$ cat src/rtl/zero_share_arb.sv
// Round-robin arbiter that shares one W-bit zero detector among four requesters.
// Each grant latches the winner's operand, registers the detector result, then pulses ack/valid.
module zero_share_arb #(
  parameter int W  = 8,
  parameter int CW = 8
) (
  input  logic          clk,
  input  logic          reset,
  input  logic [3:0]    req,
  input  logic [W-1:0]  data0,
  input  logic [W-1:0]  data1,
  input  logic [W-1:0]  data2,
  input  logic [W-1:0]  data3,
  input  logic          clr_cnt,
  output logic [3:0]    ack,
  output logic          valid,
  output logic          zero,
  output logic [1:0]    id,
  output logic          busy,
  output logic [CW-1:0] zero_cnt
);

  typedef enum logic [1:0] {
    IDLE = 2'd0,
    EVAL = 2'd1,
    RESP = 2'd2
  } state_t;

  state_t        state;
  logic [1:0]    ptr;
  logic [1:0]    gid;
  logic [W-1:0]  opnd;
  logic          zres;

  logic          pick_vld;
  logic [1:0]    pick_idx;
  logic [1:0]    cand;
  logic [W-1:0]  pick_data;
  logic          opnd_zero;
  logic          cnt_max;

  // Rotating priority scan: walk offsets from farthest to nearest so the
  // requester closest to ptr is the last (and therefore winning) assignment.
  always_comb begin
    // NOTE: every variable gets a default before any conditional write, so no latch is inferred.
    pick_vld = 1'b0;
    pick_idx = ptr;
    cand     = ptr;
    for (int i = 3; i >= 0; i--) begin
      cand = ptr + 2'(i);
      if (req[cand]) begin
        pick_vld = 1'b1;
        pick_idx = cand;
      end
    end
  end

  always_comb begin
    pick_data = data0;
    case (pick_idx)
      2'd0:    pick_data = data0;
      2'd1:    pick_data = data1;
      2'd2:    pick_data = data2;
      default: pick_data = data3;
    endcase
  end

  // The shared detector: a plain NOR-reduce of the latched operand.
  assign opnd_zero = ~|opnd;
  assign cnt_max   = (zero_cnt == {CW{1'b1}});

  // NOTE: state and outputs use non-blocking assignments so every register
  // samples pre-edge values; all registers, including the operand latch, are
  // cleared by reset so an aborted transaction leaves nothing behind.
  always_ff @(posedge clk or posedge reset) begin
    if (reset) begin
      state <= IDLE;
      ptr   <= 2'd0;
      gid   <= 2'd0;
      opnd  <= '0;
      zres  <= 1'b0;
      ack   <= 4'b0000;
      valid <= 1'b0;
      zero  <= 1'b0;
      id    <= 2'd0;
      busy  <= 1'b0;
    end else begin
      ack   <= 4'b0000;
      valid <= 1'b0;
      case (state)
        IDLE: begin
          if (pick_vld) begin
            opnd  <= pick_data;
            gid   <= pick_idx;
            busy  <= 1'b1;
            state <= EVAL;
          end
        end
        EVAL: begin
          zres  <= opnd_zero;
          state <= RESP;
        end
        RESP: begin
          ack   <= 4'b0001 << gid;
          valid <= 1'b1;
          zero  <= zres;
          id    <= gid;
          ptr   <= gid + 2'd1;
          busy  <= 1'b0;
          state <= IDLE;
        end
        default: begin
          busy  <= 1'b0;
          state <= IDLE;
        end
      endcase
    end
  end

  // Clear has priority over a coincident increment; the count never wraps.
  always_ff @(posedge clk or posedge reset) begin
    if (reset) begin
      zero_cnt <= '0;
    end else if (clr_cnt) begin
      zero_cnt <= '0;
    end else if (state == RESP && zres && !cnt_max) begin
      zero_cnt <= zero_cnt + 1'b1;
    end
  end

endmodule

$ cat config.mk
export PLATFORM = sky130hd
export DESIGN_NAME = zero_share_arb
export DESIGN_NICKNAME = d
export VERILOG_FILES = /design/src/rtl/zero_share_arb.sv
export SDC_FILE = /design/constraint.sdc
export NUM_CORES = 1
export LEC_CHECK = 0
export ABC_AREA = 1
export CAP_MARGIN = 40
export CORE_AREA = 5 5 73 75
export CTS_BUF_LIST = sky130_fd_sc_hd__clkbuf_8
export CTS_CLUSTER_DIAMETER = 150
export DETAILED_ROUTE_END_ITERATION = 16
export DIE_AREA = 0 0 78 80
export PLACE_DENSITY = 0.76
export RECOVER_POWER = 25
export SETUP_SLACK_MARGIN = 0.3
export SLEW_MARGIN = 25
export SYNTH_ARGS = -nofsm -noshare
export SYNTH_HDL_FRONTEND = slang
export SYNTH_SLANG_ARGS = --single-unit
$ cat constraint.sdc
create_clock -name clk -period 1.9 [get_ports clk]
set_clock_uncertainty 0.15 [all_clocks]
set_input_delay 0.19 -clock clk [delete_from_list [all_inputs] [get_ports clk]]
set_output_delay 0.19 -clock clk [all_outputs]
set_load 0.01 [all_outputs]
Word-level counts from Yosys, hierarchy flattened
Cells that the tools add are included.
- $add $sub $neg: 5
- shifts and indexed selects: 1
- mux-type cells: 25
- eq/ne operators: 6
- order comparisons: 4
- bitwise gates (word level): 1
- reductions and logical operators: 10
- operator list (cell ; number):
    case mux 8 bit (3 select lines) ; 1
    two-way mux 8 bit ; 2
    less-than comparator 2 x 3 -> 1 bit (second input constant) ; 4
    two-way mux 1 bit ; 10
    two-way mux 2 bit ; 5
    adder 8 x 1 -> 8 bit (second input constant) ; 1
    binary-select mux 1 bit (select 2 bit) ; 4
    == test 8 bit (second input constant) ; 1
    OR reduction 8 bit ; 1
    adder 2 x 1 -> 2 bit (second input constant) ; 2
    adder 2 bit (second input constant) ; 2
    == test 2 x 1 -> 1 bit (second input constant) ; 2
    == test 2 bit (second input constant) ; 2
    zero test 2 bit ; 2
    two-way mux 4 bit ; 1
    case mux 2 bit (2 select lines) ; 1
    AND reduction 2 bit ; 2
    left shift 1 x 2 -> 4 bit (first input constant) ; 1
    logical AND 1 bit ; 2
    zero test 1 bit ; 2
    inequality test 2 bit (second input constant) ; 1
    case mux 1 bit (2 select lines) ; 1
    nonzero test 2 bit ; 1
    inverter 1 bit ; 1
- input port bits: 39
- bits in registers: 32
- logic and storage cells: 63

Depth between registers and ports, before layout
Gate-level depths: netlist (run 1).
- depth in word-level cells: 9
- mapped depth: 17

Worst setup path before layout (run 1)
Ideal clock, no wire load.
- path kind: register to register
- from: register zero_cnt[0]
- to: register zero_cnt[4]
- setup time: 129 ps
- cell stages (with the launch flop): 11
- setup slack: -61 ps
- arrival time: 1682 ps
- period minus slack after synthesis: 1961 ps
- buffers on the path: 0
- path through: dfrtp_1 > ha_1 > nand3_1 > nor3_1 > nand2_1 > o21ai_0 > inv_1 > nand3_1 > nor2_1 > o21ai_0 > a21oi_1
- word-level cells in the longest chain between the ends: 4
- ends and longest elaborated chain (element ; RTL line ; text):
    from (decl) ; 20 ; output logic [CW-1:0] zero_cnt
    from (signal assigned) ; 127 ; zero_cnt <= zero_cnt + 1'b1;
    branches (longest 4 deep; another with adder 8 x 1 -> 8 bit) ; - ;
Parallel ways; which one is timed is not known. The select of a mux whose other input is x is not followed.
A chain may end at the register's enable or synchronous reset.

Worst setup path after layout (run 1)
- from: register ptr[0]
- to: register opnd[7]
- word-level cells in the longest chain between the ends: 9
- ends and longest elaborated chain (element ; RTL line ; text):
    from (decl) ; 30 ; logic [1:0] ptr;
    from (signal assigned) ; 108 ; ptr <= gid + 2'd1;
    adder 2 bit ; 50 ; cand = ptr + 2'(i);
    binary-select mux 1 bit (select 2 bit) ; 51 ; if (req[cand]) begin
    two-way mux 1 bit (implied by the code) ; 51 ;
    two-way mux 2 bit (4 in a row) ; 51 ;
    == test 2 bit (tied with other cells) ; 60 ; case (pick_idx)
    case mux 8 bit (3 select lines) ; 60 ;
    to (signal assigned) ; 93 ; opnd <= pick_data;
    to (decl) ; 32 ; logic [W-1:0] opnd;
Several ways; a longest one is shown, not always the timed one. The select of a mux whose other input is x is not followed.

==> flow_summary.yaml, run 1 <==
outcome:
  status: "finished, violations left"
  violations: "setup timing"
grt:
  antenna_found_initial: 0
  grt_use_total_pct: 17.1
  grt_pass1_vias: 1995
  grt_first_pass_wirelength_um: 8630
  grt_start_max_net_pins: 33
  overflow: 0
layout:
  fin_nets: 390
  n_antenna_cell: 0
  fin_cells: 400
  drive_gt1_share_pct: 27.5
  final_common_cell: "nand2_1"
  area_growth_pct: 59.9
  mostFrequentLayoutCells: "62 x nand2_1, 48 x clkdlybuf4s50_1, 31 x inv_1, 31 x dfrtp_1, 17 x buf_4"
  fill_cells: 365
logic_synthesis:
  synth_seq_cells: 32
  synth_xor_xnor_area_share_pct: 0
  synth_edf_count: 0
  ys.flop_type: "dfrtp_1"
  async_reset_ff_share_pct: 100
  syn_nets: 305
  synth_top_area_share_pct: 41.4
  yosysTopAreaCell: "dfrtp_1"
  synthesis.area_um2: 1940
  synth_top_family_by_area: "simple AND/OR/NAND/NOR gates"
  synth_compound_area_share_pct: 8.27
  yosys_warnings: 0
  synthAdderAreaFrac_pct: 3.23
  muxShareOfSynthArea_pct: 0
  yosysSeqAreaShare_pct: 41.4
  yosys.cell_types.count: 26
  synth_area_per_cell_um2: 7.42
  syn_inst: 261
  netlist_top_cells_area: "dfrtp_1 41%, nand2_1 16%, inv_1 6.6%"
  synthSimpleGateAreaFrac_pct: 36.0
detailed_routing:
  dr.first_iter.drc_count: 95
  drc: 0
  ant_nets: 0
  drtPass1Iterations: 4
  vias_per_cell: 5.01
  wl_um: 5310
  vias: 2002
  wire_per_inst_um: 13.3
critical_path:
  startpoint_type: "flip-flop"
  reg2reg_slack_ps: -90
  cp.required_ps: 1920
  arrival_ps: 2010
  worstSetupEndpoint: "opnd[7]$_DFFE_PP0P_"
  worst_r2r_endpoint: "opnd[7]$_DFFE_PP0P_"
  path_class: "reg2reg"
  r2r_start: "ptr[0]$_DFFE_PP0P_"
  crit_path_start: "ptr[0]$_DFFE_PP0P_"
  r2r_cells: 13
  worstSetupEndpointType: "flip-flop"
  worst-path-max-fanout: 7
floorplanning:
  ios: 56
  die-area_um2: 6240
  placementRows: 25
  core_um2: 4600
  die_x_um: 78
  die_y_um: 80
  start_util_pct: 42.1
pwr:
  power.density_nw_per_um2: 1630
  p_leak_nw: 1.59
  peakVddDrop_mv: 1.10
placed_design:
  place_congestion: 0.902
  port_buffers: 55
  dp_cells: 372
  dpl.hpwl_um: 3400
cts:
  htree_levels: 2
  holdBufCountCts: 0
  clockBufferDepth: 2
  cts.clk_slew.worst_paths_ps: 60
  cts_made_buffers: 5
  cts_tree: "done"
  clock_latency_ps: 280
  clock-sinks: 32
  cts-root-buf: "clkbuf_8"
worst_hold_path:
  min_path_type: "reg2reg"
sta:
  hold_viol_final: 0
  fin_tns_setup_ps: -408
  fin_hold_ws_ps: 331
  setup_viol: 9
  worst_pin_slew_ps: 775
  worst_slack_ps: -91.5
  report.final.slew_viol_count: 0
  fin_crit_ps: 1990
  clock.fmax_mhz: 502
  slew_headroom_pct: 48.3
  rsz0062_at_grt: "true"
  timing.final.crit_share_pct: 105
job:
  max_cap_violations: 0
report_power, final:
part	total (mW)	switching, mW	internal [mW]
sequential	1.07	0.159	0.911
combinational	3.49	1.98	1.51
clock	0.481	0.238	0.243
total	5.04	2.37	2.67
per-layer routing:
layer / wire length [um] / global-route usage [%] / up-vias
met4: 97 / 8.61 / 0
li1: - / - / 1009
met2: 2540 / 28.0 / 77
met1: 2280 / 20.9 / 905
met5: 0 / 0 / -
met3: 384 / 3.84 / 11
stage by stage:
step	total power [mW]	cell area, um2	util [%]	setup WS (ps)
6_report	5.04	3090	67.3	-91.5
5_1_grt	5.51	3090	67.3	-234
4_1_cts	4.80	2980	64.8	-27.7
3_5_place_dp	3.73	2620	57.0	-211
3_3_place_gp	3.64	2620	57.0	-169
2_1_floorplan	3.06	1970	-	30.5
final cells by class:
class	instances	area [um2]	area share (%)
clock buffers	5	68.8	2.22
clock inverters	2	8.76	0.283
inverters	39	156	5.05
multi-input cells	183	1170	37.8
flip-flops and latches	32	802	25.9
well taps	54	67.6	2.18
repair buffers	85	821	26.5
how the worst min path moves through the flow:
stage	from	end	slack, ps	cells after the start
floorplan	clr_cnt	zero_cnt[3]$_DFFE_PP0P_	110	1
global placement	opnd[6]$_DFFE_PP0P_	opnd[6]$_DFFE_PP0P_	310	2
detailed placement	opnd[1]$_DFFE_PP0P_	opnd[1]$_DFFE_PP0P_	320	2
CTS	reset	zero_cnt[3]$_DFFE_PP0P_	150	3
global route	clr_cnt	zero_cnt[3]$_DFFE_PP0P_	330	2
finish	opnd[6]$_DFFE_PP0P_	opnd[6]$_DFFE_PP0P_	330	2
flip-flops by register name, indices dropped and copies added, names as in the netlist:
name	count
ack	4
busy	1
gid	2
id	2
opnd	8
ptr	2
state	2
valid	1
zero	1
zero_cnt	8
zres	1
kinds of logic after synthesis:
logic type	Yosys count
AO/OA/AOI/OAI	29
adder cells (fa/ha/maj)	5
buffers and inverters	48
flip-flops	32
AND/OR/NAND/NOR	147
Yosys cell counts (all sizes together), types with 2 or more instances:
cell and n:
o21bai 5, nand4 10, o21ai 19, nand3 25, nand3b 8, nand2 85, ha 5, dfrtp 32
buf 6, nor2 11, nor4 2, a21oi 4, inv 39, clkbuf 3, nor3 4
what timing repair did:
item / CTS / global route
gates resized for setup: 59 / 24
pin swaps: 15 / 10
buffers inserted: 10 / 4
endpoints found under the setup margin: 22 / 22
cloned: 5 / 2
worst max-delay path: stages, from the launching register on:
cell and delay, ps:
dfrtp_2 480, inv_6 110, nand2_2 70, nand2_2 90, nand2_1 70, nand2_2 70, inv_2 40, nand2_4 80
nand4_4 190, buf_6 200, nand4_1 90, nand3_1 90, nand2_1 80, nand2_1 60
No activity file was read; power rests on OpenSTA's default activity.
==> run 2: changes to the inputs <==
--- a/config.mk
+++ b/config.mk
@@ -5,14 +5,15 @@
 export SDC_FILE = /design/constraint.sdc
 export NUM_CORES = 1
 export LEC_CHECK = 0
-export ABC_AREA = 1
+export ABC_AREA = 0
 export CAP_MARGIN = 40
-export CORE_AREA = 5 5 73 75
+export CORE_AREA = 5 5 68 70
 export CTS_BUF_LIST = sky130_fd_sc_hd__clkbuf_8
 export CTS_CLUSTER_DIAMETER = 150
+export CTS_CLUSTER_SIZE = 8
 export DETAILED_ROUTE_END_ITERATION = 16
-export DIE_AREA = 0 0 78 80
-export PLACE_DENSITY = 0.76
+export DIE_AREA = 0 0 73 75
+export PLACE_DENSITY = 0.77
 export RECOVER_POWER = 25
 export SETUP_SLACK_MARGIN = 0.3
 export SLEW_MARGIN = 25
==> run 2 against run 1 <==
Against the previous run:
- the run now ends clean
- critical path depth fell by 6
- count of clock-buffer cells in the layout rose by 1
- first-iteration DRC count fell by 65%
- sequential power barely moved
- critical path type unchanged
==> flow_summary.yaml, run 2 <==
cts:
  clock_latency_ps: 280
  cts_made_buffers: 5
  clockBufferDepth: 2
  htree_levels: 2
  cts.clk_slew.worst_paths_ps: 60
  holdBufCountCts: 0
  clock-sinks: 32
  cts-root-buf: "clkbuf_8"
  cts_tree: "done"
logic_synthesis:
  yosysMostFrequentCell: "dfrtp_1"
  yosysSeqAreaShare_pct: 49.7
  async_reset_ff_share_pct: 100
  syn_inst: 150
  synth_area_per_cell_um2: 10.7
  synthesis.area_um2: 1610
  ys.flop_type: "dfrtp_1"
  synth_seq_cells: 32
  syn_nets: 194
  synth_common_cells: "32 x dfrtp_1, 18 x mux2i_1, 16 x nand2_1"
  yosys.cell_types.count: 33
  synth_edf_count: 0
  yosys_warnings: 0
  yosysTopAreaCell: "dfrtp_1"
  netlist_top_cells_area: "dfrtp_1 50%, mux2i_1 11%, o221ai_1 4.9%"
  synth_top_area_share_pct: 49.7
worst_hold_path:
  min_path_type: "reg2reg"
  hold_depth: 2
pwr:
  peakVddDrop_mv: 0.502
  p_total_mw: 2.81
  power.density_nw_per_um2: 1120
  p_leak_nw: 1.21
detailed_routing:
  wl_um: 3720
  ant_nets: 0
  dr.first_iter.drc_count: 33
  vias: 1377
  drtPass1Iterations: 5
  drc: 0
  wire_per_inst_um: 13.7
  vias_per_cell: 5.06
layout:
  mostFrequentLayoutCells: "46 x clkdlybuf4s50_1, 29 x dfrtp_1, 16 x mux2i_1, 16 x nand2_1"
  fin_nets: 265
  multiInputGateArea_um2: 805
  drive_gt1_share_pct: 18.5
  register_area_um2: 805
  final_common_cell: "clkdlybuf4s50_1"
  n_antenna_cell: 0
  postLayoutCoreUtil_pct: 64.0
  fill_cells: 329
  area_growth_pct: 55.4
  reg_top3: "opnd: 8 flops, zero_cnt: 8 flops, ack: 4 flops"
critical_path:
  worst-path-max-fanout: 9
  startpoint_type: "flip-flop"
  arrival_ps: 1670
  path_class: "reg2reg"
  r2r_cells: 7
  worstSetupEndpointType: "flip-flop"
  cp.required_ps: 1890
sta:
  report.final.slew_viol_count: 0
  slew_headroom_pct: 48.3
  setup_viol: 0
  clock.fmax_mhz: 595
  timing.final.crit_share_pct: 88.4
  hold_viol_final: 0
  fin_crit_ps: 1680
  rsz0062_at_grt: "true"
  fin_tns_setup_ps: 0
  worst_pin_slew_ps: 776
floorplanning:
  start_util_pct: 41.2
  die-area_um2: 5480
  die_x_um: 73
  ios: 56
  placementRows: 23
  die_y_um: 75
  core_um2: 3910
grt:
  grt_start_max_net_pins: 33
  grt_pass1_vias: 1452
  grt_first_pass_wirelength_um: 6130
  antenna_found_initial: 0
  overflow: 0
  grt_use_total_pct: 14.5
outcome:
  status: "completed"
placed_design:
  place_congestion: 0.672
  port_buffers: 55
  dpl.hpwl_um: 2670
job:
  max_cap_violations: 0
-- run 2: cell count changes after synthesis, sizes merged, moves of 9 or more --
cell,change
o221ai,+9
nand3,-24
mux2i,+18
nand2,-68
o21ai,-9
inv,-32
-- run 2: worst max-delay path, cell delays in order, from the launching register on --
cell and delay (ps):
dfrtp_1 430, nand3b_1 130, o31ai_2 80, o21ai_2 150, buf_4 140, buf_12 130, mux2i_2 210, o221ai_1 120
-- run 2: layout make-up --
| cell class | count | share of cell area (%) |
|---|---|---|
| Multi-Input combinational cell | 104 | 32.1 |
| Inverter | 9 | 1.35 |
| Clock buffer | 6 | 3.30 |
| Clock inverter | 2 | 0.400 |
| Timing Repair Buffer | 69 | 28.2 |
| Tap cell | 50 | 2.50 |
| Sequential cell | 32 | 32.1 |
-- run 2: power by group --
group          switching [mW]  total (mW)  internal [mW]
clock                   0.240       0.528          0.289
combinational           0.565        1.24          0.672
sequential              0.143        1.04          0.899
total                   0.948        2.81           1.86
-- run 2: routing by layer --
layer	part of all wire (%)	GRT usage, %
met1	40	16.8
met2	50	25.1
met3	8.1	3.47
met4	1.5	6.97
met5	0	0
-- run 2: final timing paths --
| kind | startpoint | end | slack, ps |
|---|---|---|---|
| max | ptr[1]$_DFFE_PP0P_ | opnd[7]$_DFFE_PP0P_ | 220 |
| min | id[1]$_DFFE_PP0P_ | id[1]$_DFFE_PP0P_ | 330 |
| max reg2reg | ptr[1]$_DFFE_PP0P_ | opnd[7]$_DFFE_PP0P_ | 220 |
| min reg2reg | id[1]$_DFFE_PP0P_ | id[1]$_DFFE_PP0P_ | 330 |
| max in group asynchronous | reset | zero_cnt[1]$_DFFE_PP0P_ | 620 |
| min in group asynchronous | reset | opnd[1]$_DFFE_PP0P_ | 430 |
-- run 2: what timing repair did --
action                                  CTS  global route
hold endpoints to repair                  0             0
endpoints found under the setup margin   20            22
gates resized for setup                   8            16
setup buffers                             5             4
cloned                                    1             0
pin swaps                                 7            11
-- run 2: cells by family after synthesis --
logic type      after synthesis  share of synthesized area (%)
compound gates               25                           11.3
xor+xnor                      6                           3.26
fa+ha+maj                     5                           3.88
buf+inv                      14                           4.89
flops                        32                           49.7
mux                          19                           11.9
simple gates                 49                           15.1
-- run 2: through the flow --
| stage | setup slack (ps) | instance area [um2] | hold slack [ps] | instances |
|---|---|---|---|---|
| finish | 221 | 2500 | 326 | 272 |
| global route | 128 | 2500 | 373 | 272 |
| CTS | 225 | 2420 | 162 | 268 |
| detailed placement | -130 | 2250 | 323 | 254 |
| global placement | -67.9 | 2250 | 324 | 254 |
| floorplan | 253 | 1640 | 156 | 150 |
==> run 3: changes to the inputs <==
--- a/config.mk
+++ b/config.mk
@@ -13,6 +13,7 @@
 export CTS_CLUSTER_SIZE = 8
 export DETAILED_ROUTE_END_ITERATION = 16
 export DIE_AREA = 0 0 73 75
+export GPL_ROUTABILITY_DRIVEN = 0
 export PLACE_DENSITY = 0.77
 export RECOVER_POWER = 25
 export SETUP_SLACK_MARGIN = 0.3
==> results of run 3 <==
The final DEF is identical to that of run 2; final timing and power are the same.
